**src/rtl/shift_reg_controller.sv**
```systemverilog
`default_nettype none
// +----------------------------------------------------------------------------+
// | shift_reg_controller                                                       |
// | Moore sequencer that loads a 4-bit bidirectional shift register, issues N  |
// | shifts while streaming the outgoing bits, then pulses done.                |
// | Optional feature macro: ROTATE_EN (outgoing bit recirculated when rot=1).  |
// | Revision: 1.0                                                              |
// +----------------------------------------------------------------------------+
module shift_reg_controller #(
   parameter int WIDTH = 4,
   parameter int CNT_W = 3
) (
   input  logic             clk,
   input  logic             rst_n,
   input  logic             start,
   input  logic             dir,
   input  logic [CNT_W-1:0] count,
   input  logic [WIDTH-1:0] data_in,
   input  logic             fill,
   input  logic             rot,
   input  logic             abort,
   input  logic [WIDTH-1:0] reg_q,
   output logic [1:0]       S,
   output logic [1:0]       shift_in,
   output logic [WIDTH-1:0] load_data,
   output logic             ser_out,
   output logic             ser_valid,
   output logic             busy,
   output logic             done
);

   typedef enum logic [1:0] {
      ST_IDLE  = 2'd0,
      ST_LOAD  = 2'd1,
      ST_SHIFT = 2'd2,
      ST_DONE  = 2'd3
   } state_t;

   localparam logic [1:0]       c_mode_hold  = 2'b00;
   localparam logic [1:0]       c_mode_right = 2'b01;
   localparam logic [1:0]       c_mode_left  = 2'b10;
   localparam logic [1:0]       c_mode_load  = 2'b11;
   localparam logic [CNT_W-1:0] c_full_cnt   = CNT_W'(WIDTH);
   localparam logic [CNT_W-1:0] c_one        = CNT_W'(1);

   state_t           r_state;
   logic [1:0]       r_s;
   logic [WIDTH-1:0] r_load_data;
   logic             r_dir;
   logic [CNT_W-1:0] r_count;
   logic [CNT_W-1:0] r_remaining;
   logic             r_ser_valid;
   logic             r_busy;
   logic             r_done;
   logic [CNT_W-1:0] w_count_clamped;
   logic             w_out_bit;
   logic             w_shift_bit;
   logic             w_unused;

   // Zero and anything beyond the register width both mean a full-width job.
   assign w_count_clamped = ((count == '0) || (count > c_full_cnt)) ? c_full_cnt : count;
   assign w_out_bit       = r_dir ? reg_q[WIDTH-1] : reg_q[0];

`ifdef ROTATE_EN
   logic r_rot;
   assign w_shift_bit = r_rot ? w_out_bit : fill;
   assign w_unused    = ^reg_q;
`else
   assign w_shift_bit = fill;
   assign w_unused    = ^{reg_q, rot};
`endif

   always_ff @(posedge clk) begin
      if (!rst_n) begin
         r_state     <= ST_IDLE;
         r_s         <= c_mode_hold;
         r_load_data <= '0;
         r_dir       <= 1'b0;
         r_count     <= '0;
         r_remaining <= '0;
         r_ser_valid <= 1'b0;
         r_busy      <= 1'b0;
         r_done      <= 1'b0;
`ifdef ROTATE_EN
         r_rot       <= 1'b0;
`endif
      end else if (abort && (r_state != ST_IDLE)) begin
         r_state     <= ST_IDLE;
         r_s         <= c_mode_hold;
         r_ser_valid <= 1'b0;
         r_busy      <= 1'b0;
         r_done      <= 1'b0;
      end else begin
         case (r_state)
            ST_IDLE: begin
               if (start) begin
                  r_state     <= ST_LOAD;
                  r_load_data <= data_in;
                  r_dir       <= dir;
                  r_count     <= w_count_clamped;
`ifdef ROTATE_EN
                  r_rot       <= rot;
`endif
                  r_s         <= c_mode_load;
                  r_busy      <= 1'b1;
               end
            end
            ST_LOAD: begin
               r_state     <= ST_SHIFT;
               r_remaining <= r_count;
               r_s         <= r_dir ? c_mode_left : c_mode_right;
               r_ser_valid <= 1'b1;
            end
            ST_SHIFT: begin
               r_remaining <= r_remaining - c_one;
               if (r_remaining == c_one) begin
                  r_state     <= ST_DONE;
                  r_s         <= c_mode_hold;
                  r_ser_valid <= 1'b0;
                  r_done      <= 1'b1;
               end
            end
            ST_DONE: begin
               r_state <= ST_IDLE;
               r_done  <= 1'b0;
               r_busy  <= 1'b0;
            end
            default: r_state <= ST_IDLE;
         endcase
      end
   end

   // Serial bit and shift-in follow the live register contents while shifting.
   assign S         = r_s;
   assign load_data = r_load_data;
   assign ser_valid = r_ser_valid;
   assign busy      = r_busy;
   assign done      = r_done;
   assign ser_out   = r_ser_valid & w_out_bit;
   assign shift_in  = r_ser_valid ? {2{w_shift_bit}} : 2'b00;

endmodule
`default_nettype wire

```
**config.mk**
```make
export PLATFORM = sky130hd
export DESIGN_NAME = shift_reg_controller
export DESIGN_NICKNAME = d
export VERILOG_FILES = /design/src/rtl/shift_reg_controller.sv
export SDC_FILE = /design/constraint.sdc
export NUM_CORES = 1
export LEC_CHECK = 0
export CAP_MARGIN = 0
export CORE_ASPECT_RATIO = 0.6
export CORE_MARGIN = 2
export CORE_UTILIZATION = 40
export CTS_CLUSTER_DIAMETER = 50
export DETAILED_ROUTE_END_ITERATION = 6
export PLACE_DENSITY = 0.7
export SLEW_MARGIN = 20
export SYNTH_ARGS = -nofsm -noshare
export SYNTH_HDL_FRONTEND = slang
export SYNTH_SLANG_ARGS = --single-unit
export TNS_END_PERCENT = 5
```
**constraint.sdc**
```tcl
create_clock -name clk -period 2.2 [get_ports clk]
set_clock_uncertainty 0.15 [all_clocks]
set_input_delay 0.44 -clock clk [delete_from_list [all_inputs] [get_ports clk]]
set_output_delay 0.44 -clock clk [all_outputs]
set_load 0.005 [all_outputs]
```
Word level (Yosys, flattened, before mapping)
Cells that the tools add are included.
{ "word_totals": {"regBits": 18, "input_bits": 18, "wordCells": 54} }
{ "classes": {"add_sub_neg": 1, "magnitude_cmp": 1, "eq_ne": 6, "n_mux": 17, "bitwise": 3, "reduce_logical": 17} }
{ "op_table": {"columns": ["operator", "count"], "rows": [
  ["$mux W2", 6],
  ["$reduce_and A2 Y1", 5],
  ["$pmux W2 S4", 1],
  ["$reduce_bool A2 Y1", 4],
  ["$pmux W1 S2", 3],
  ["$pmux W2 S3", 1],
  ["$pmux W3 S2", 1],
  ["$reduce_and A3 Y1", 2],
  ["$eq A2 B2 Y1 const B", 2],
  ["$mux W1", 4],
  ["$ne A2 B2 Y1 const B", 2],
  ["$eq A3 B1 Y1 const B", 1],
  ["$gt A3 B3 Y1 const B", 1],
  ["$logic_not A3 Y1", 1],
  ["$mux W3", 1],
  ["$reduce_bool A3 Y1", 1],
  ["$sub A3 B1 Y3 const B", 1],
  ["$eq A2 B1 Y1 const B", 1],
  ["$logic_not A2 Y1", 1],
  ["$not A1 Y1", 2],
  ["$reduce_or A2 Y1", 1],
  ["$and A1 B1 Y1", 1],
  ["$logic_and A1 B1 Y1", 1],
  ["$logic_or A1 B1 Y1", 1]
]} }

Logic depth before layout (Yosys ltp)
{ "logic_depth": {"word_depth": 4, "ltp_mapped": 6, "mapped_depth_nobuf": 5} }

Worst setup path after synthesis
Ideal clock, no wire load.
{ "synth_path": {"path_kind": "register to register", "start": "register r_state[0]", "end": "register r_remaining[0]", "setup_time_ns": 0.088, "arrival_ns": 1.295, "path_slack_ns": 0.666, "stages_incl_launch_ff": 6, "path_buffers": 0, "period_less_slack_ns": 1.534, "cell_sequence": "dfxtp_1 inv_1 ha_1 inv_2 o31a_1 a311oi_2"} }
{ "synth_between": {"elab_chain_cells": 4, "word_cells_on_any_way": 8, "classes_between": "eq/ne: 2; mux: 1; bitwise: 1; reduce/logical: 4"} }
{ "synth_rtl": {"columns": ["item", "line_no", "source"], "rows": [
  ["from (decl)", "46", "state_t r_state;"],
  ["from (signal assigned)", "75", "r_state <= ST_IDLE;"],
  ["from (signal assigned)", "88", "r_state <= ST_IDLE;"],
  ["from (signal assigned)", "97", "r_state <= ST_LOAD;"],
  ["branches (longest 4 deep; another with $eq A2 B2 Y1)", null, null],
  ["to (signal assigned)", "110", "r_remaining <= r_count;"],
  ["to (signal assigned)", "115", "r_remaining <= r_remaining - c_one;"],
  ["to (decl)", "51", "logic [CNT_W-1:0] r_remaining;"]
]} }
Parallel ways; which one is timed is not known.
A chain may end at the register's enable or synchronous reset.

Worst setup path after layout
{ "layout_path": {"start": "input fill", "end": "output shift_in[1]"} }
{ "layout_between": {"elab_chain_cells": 1} }
{ "layout_rtl": {"columns": ["item", "line_no", "source"], "rows": [
  ["from (decl)", "19", "input logic fill,"],
  ["$mux W2", "140", "assign shift_in = r_ser_valid ? {2{w_shift_bit}} : 2'b00;"],
  ["to (decl)", "24", "output logic [1:0] shift_in,"]
]} }
Every way passes these cells.

==> run summary <==
The number of buffers on the longest clock path is 2. The power density over the cells is 1100 mW/mm2, and the number of fill cells in the layout is 203. TritonCTS built the clock tree. Leakage dissipation: 0.000505 uW. By startpoint and endpoint, the worst setup path is classified as input port to output pin.

The total of buffers placed on input and output ports works out to 26. Summing over every cut layer, the via total after detailed routing is 897. Leaving out fill and tap cells, the most frequent cells in the layout are sky130_fd_sc_hd__clkdlybuf4s50_1, sky130_fd_sc_hd__nand2_1, sky130_fd_sc_hd__dfxtp_1, sky130_fd_sc_hd__a21oi_1. From left edge to right edge, the die measures 67.2 um. Global routing consumed, over all layers together, 16.4% of the routing resources. During I/O placement, the number of pins put on the boundary was 30.

Setup violations remaining at the end of the flow were counted as 0. The layout-stage area growth over the synthesis result is 32.4%. After detailed routing, the number of remaining DRC violations is 0. The maximum clock rate came out at 0.476 GHz. The portion of synthesized area spent on multiplexers is 4.18%. The count of maximum capacitance violations was 0. The arithmetic-cell share of the synthesized area counting full adders, half adders and majority gates was 9.14%. The number of different library cells used by synthesis comes to 30.

The number of cells on the worst reg-to-reg path is 5. The worst setup path is launched from an input port. For the worst setup path, the data arrival time is 1.51 ns.

The synthesized-area fraction occupied by ao, oa, aoi and oai cells was 20.0%. The run gives 53 as the number of DRC markers in iteration 0. After synthesis, the cell types taking the most area are sky130_fd_sc_hd__dfxtp_1, sky130_fd_sc_hd__ha_1, sky130_fd_sc_hd__nand2_1. Global routing finished with a remaining overflow of 0. In this run, post-CTS repair resized a total of 0 instances. The overall routed net length was 2160 um.

The region available for standard cell placement spans 0.00221 mm2. The tools report the post-synthesis instance area as 958 um2. The floorplan die height came out at 41.9 um. In this run, CTS created clock tree buffers numbering 3. The XOR/XNOR share of the synthesized area works out to 0%. Of the total synthesized cell area, the portion taken by AND, OR, NAND and NOR gates is 20.1%.

The final layout contains 162 nets. After synthesis, the largest family of logic cells by area is simple AND/OR/NAND/NOR gates. Entering global routing, the biggest net connects 12 pins. The tools report the sequential share of the synthesized area as 37.6%. Dividing the detail-routed wire length by the instance count gives 13.0 um. Setup repair after global routing left no endpoint under its margin. Headroom to the max-slew limit came out at 75.7%. The setup slack at placement came out at 0.0139 ns.

The min-delay analysis places its worst path in the category flip-flop to flip-flop. After clock tree synthesis, the clock-pin slew on the worst setup and hold paths is 0.07 ns. In this run the core area contains 13 standard-cell rows. The gate count after technology mapping came out at 110. The flip-flop and latch count after synthesis is 18. In the final layout, the multi-input gates occupy 512 um2. For the total placed instance area, the log shows 0.00121 mm2. In this run the remaining antenna-violating nets after routing total 0.

The post-synth net total was 135. At the pin with the least slew margin, the transition time is 0.365 ns. The tools report the max-slew violation total from the final report as 0.

The shortest period the worst path allows is 2.10 ns. Summed over all nets, the half-perimeter wirelength after detailed placement is 1710 um. Summed over its instances, the top area cell type makes up 37.6% of the synthesized netlist area. The number of antenna diodes in the final layout is 0. The required time of the critical path was 1.61 ns.

The post-route cell area was 0.00127 mm2; the first-pass GRT wire length was 3450 um. The cell taking the most area after synthesis was sky130_fd_sc_hd__dfxtp_1. The number of hold-repair buffers added at the cts stage is 0. IR analysis of the VDD net gives a maximum drop of 0.550 mV.

For this run, the detailed router's first-pass iteration total came to 4. The final worst-path cycle share was 95.5%. The logs give 0 for the number of synthesis warnings and 18 for the number of sinks handled by clock tree synthesis. The largest driver fanout on the critical path was 2; the hold slack was 0.307 ns. Sum of negative setup slack: 0 ns. The tools report the final weighted congestion in routability-driven placement as 0.771. Setup slack closes at 0.0981 ns. The final hold violation count is 0, and the via density per instance is 5.40. The fraction of final layout cells with drive strength greater than 1 came out at 8.09%. The H-tree depth is 1, and the area enclosed by the die boundary is 0.00282 mm2.

The via count of the first global-routing pass came out at 792. Registers take 360 um2. The number of antenna violations at the first check in global routing came out at 0.

In this run the post-CTS setup repair buffer count came out at 0. Number of cells traversed by the worst hold path: 2. The clock tree root driver cell is sky130_fd_sc_hd__clkbuf_8. The starting density of the core was 43.3%.

Each instance of the synthesized netlist takes up on average 8.71 um2. Leaving out fill and tap cells, the most frequent cell in the layout is sky130_fd_sc_hd__clkdlybuf4s50_1. The later pin in the worst-skew pair is clocked with a latency of 0.26 ns. The flow ran to the end, and the final reports show no timing, DRC or antenna violations. The tools report the critical path endpoint category as an output pin.

For this run, the share of the core covered by cells in the final layout is 57.4%.
-- logic make-up after synthesis --
| family | count (synthesis) |
|---|---|
| buffers and inverters | 14 |
| DFF | 18 |
| adders and majority gates | 7 |
| muxes | 4 |
| AOI/OAI and AO/OA | 27 |
| and+or+nand+nor | 40 |
-- synthesized netlist by cell type, drive strengths merged --
master   instances
ha               7
nand3            5
or2              1
buf              5
a211oi           3
and2             2
o22ai            1
nand2           19
nor2b            3
dfxtp           18
o2111ai          3
o211a            1
a311oi           1
o21ai            2
o31a             1
a22oi            1
mux2i            4
a2bb2oi          1
a21oi           11
o32ai            1
inv              9
nand2b           3
nand3b           3
a21o             1
nor2             4
-- report_power, final --
group | leakage [uW] | internal, uW | switching, uW
sequential | 0.000148 | 414 | 59.0
clock | 0.0000288 | 159 | 114
combinational | 0.000328 | 316 | 329
total | 0.000505 | 889 | 502
-- cell type report --
| type | instances | share of cell area [%] |
|---|---|---|
| Clock buffer | 4 | 4.34 |
| Multi-Input combinational cell | 78 | 40.3 |
| Timing Repair Buffer | 27 | 21.3 |
| Sequential cell | 18 | 28.4 |
| Tap cell | 30 | 2.96 |
| Inverter | 9 | 2.66 |
-- metrics by stage --
step / cells / power (uW)
floorplan: 110 / 926
global placement: 162 / 1100
detailed placement: 162 / 1120
CTS: 166 / 1390
global route: 166 / 1490
finish: 166 / 1390
-- worst max-delay path: stages --
cell and delay, ns:
sky130_fd_sc_hd__clkdlybuf4s50_1 0.44, sky130_fd_sc_hd__and2_1 0.13, sky130_fd_sc_hd__clkdlybuf4s50_1 0.50
-- sequential cells by signal (all words and copies together) (netlist names) --
register and cells:
load_data 4, r_remaining 3, done 1, r_state 2, r_dir 1, busy 1, S 2, ser_valid 1
r_count 3
-- metal layers --
| metal | vias up | part of all wire, % | track usage (%) |
|---|---|---|---|
| li1 | 434 | - | - |
| met3 | 7 | 8.4 | 6.23 |
| met2 | 36 | 43 | 24.6 |
| met4 | 0 | 1.9 | 7.35 |
| met1 | 420 | 47 | 20.7 |
| met5 | - | 0 | 0 |
-- final timing paths --
| path | from | end | slack (ns) |
|---|---|---|---|
| worst max-delay path | fill | shift_in[1] | 0.1 |
| worst min-delay path | load_data[3] | load_data[3] | 0.31 |
| worst max register to register | r_state[1] | r_remaining[0] | 0.51 |
| worst min register to register | load_data[3] | load_data[3] | 0.31 |
Power figures use the tool's default switching activity.
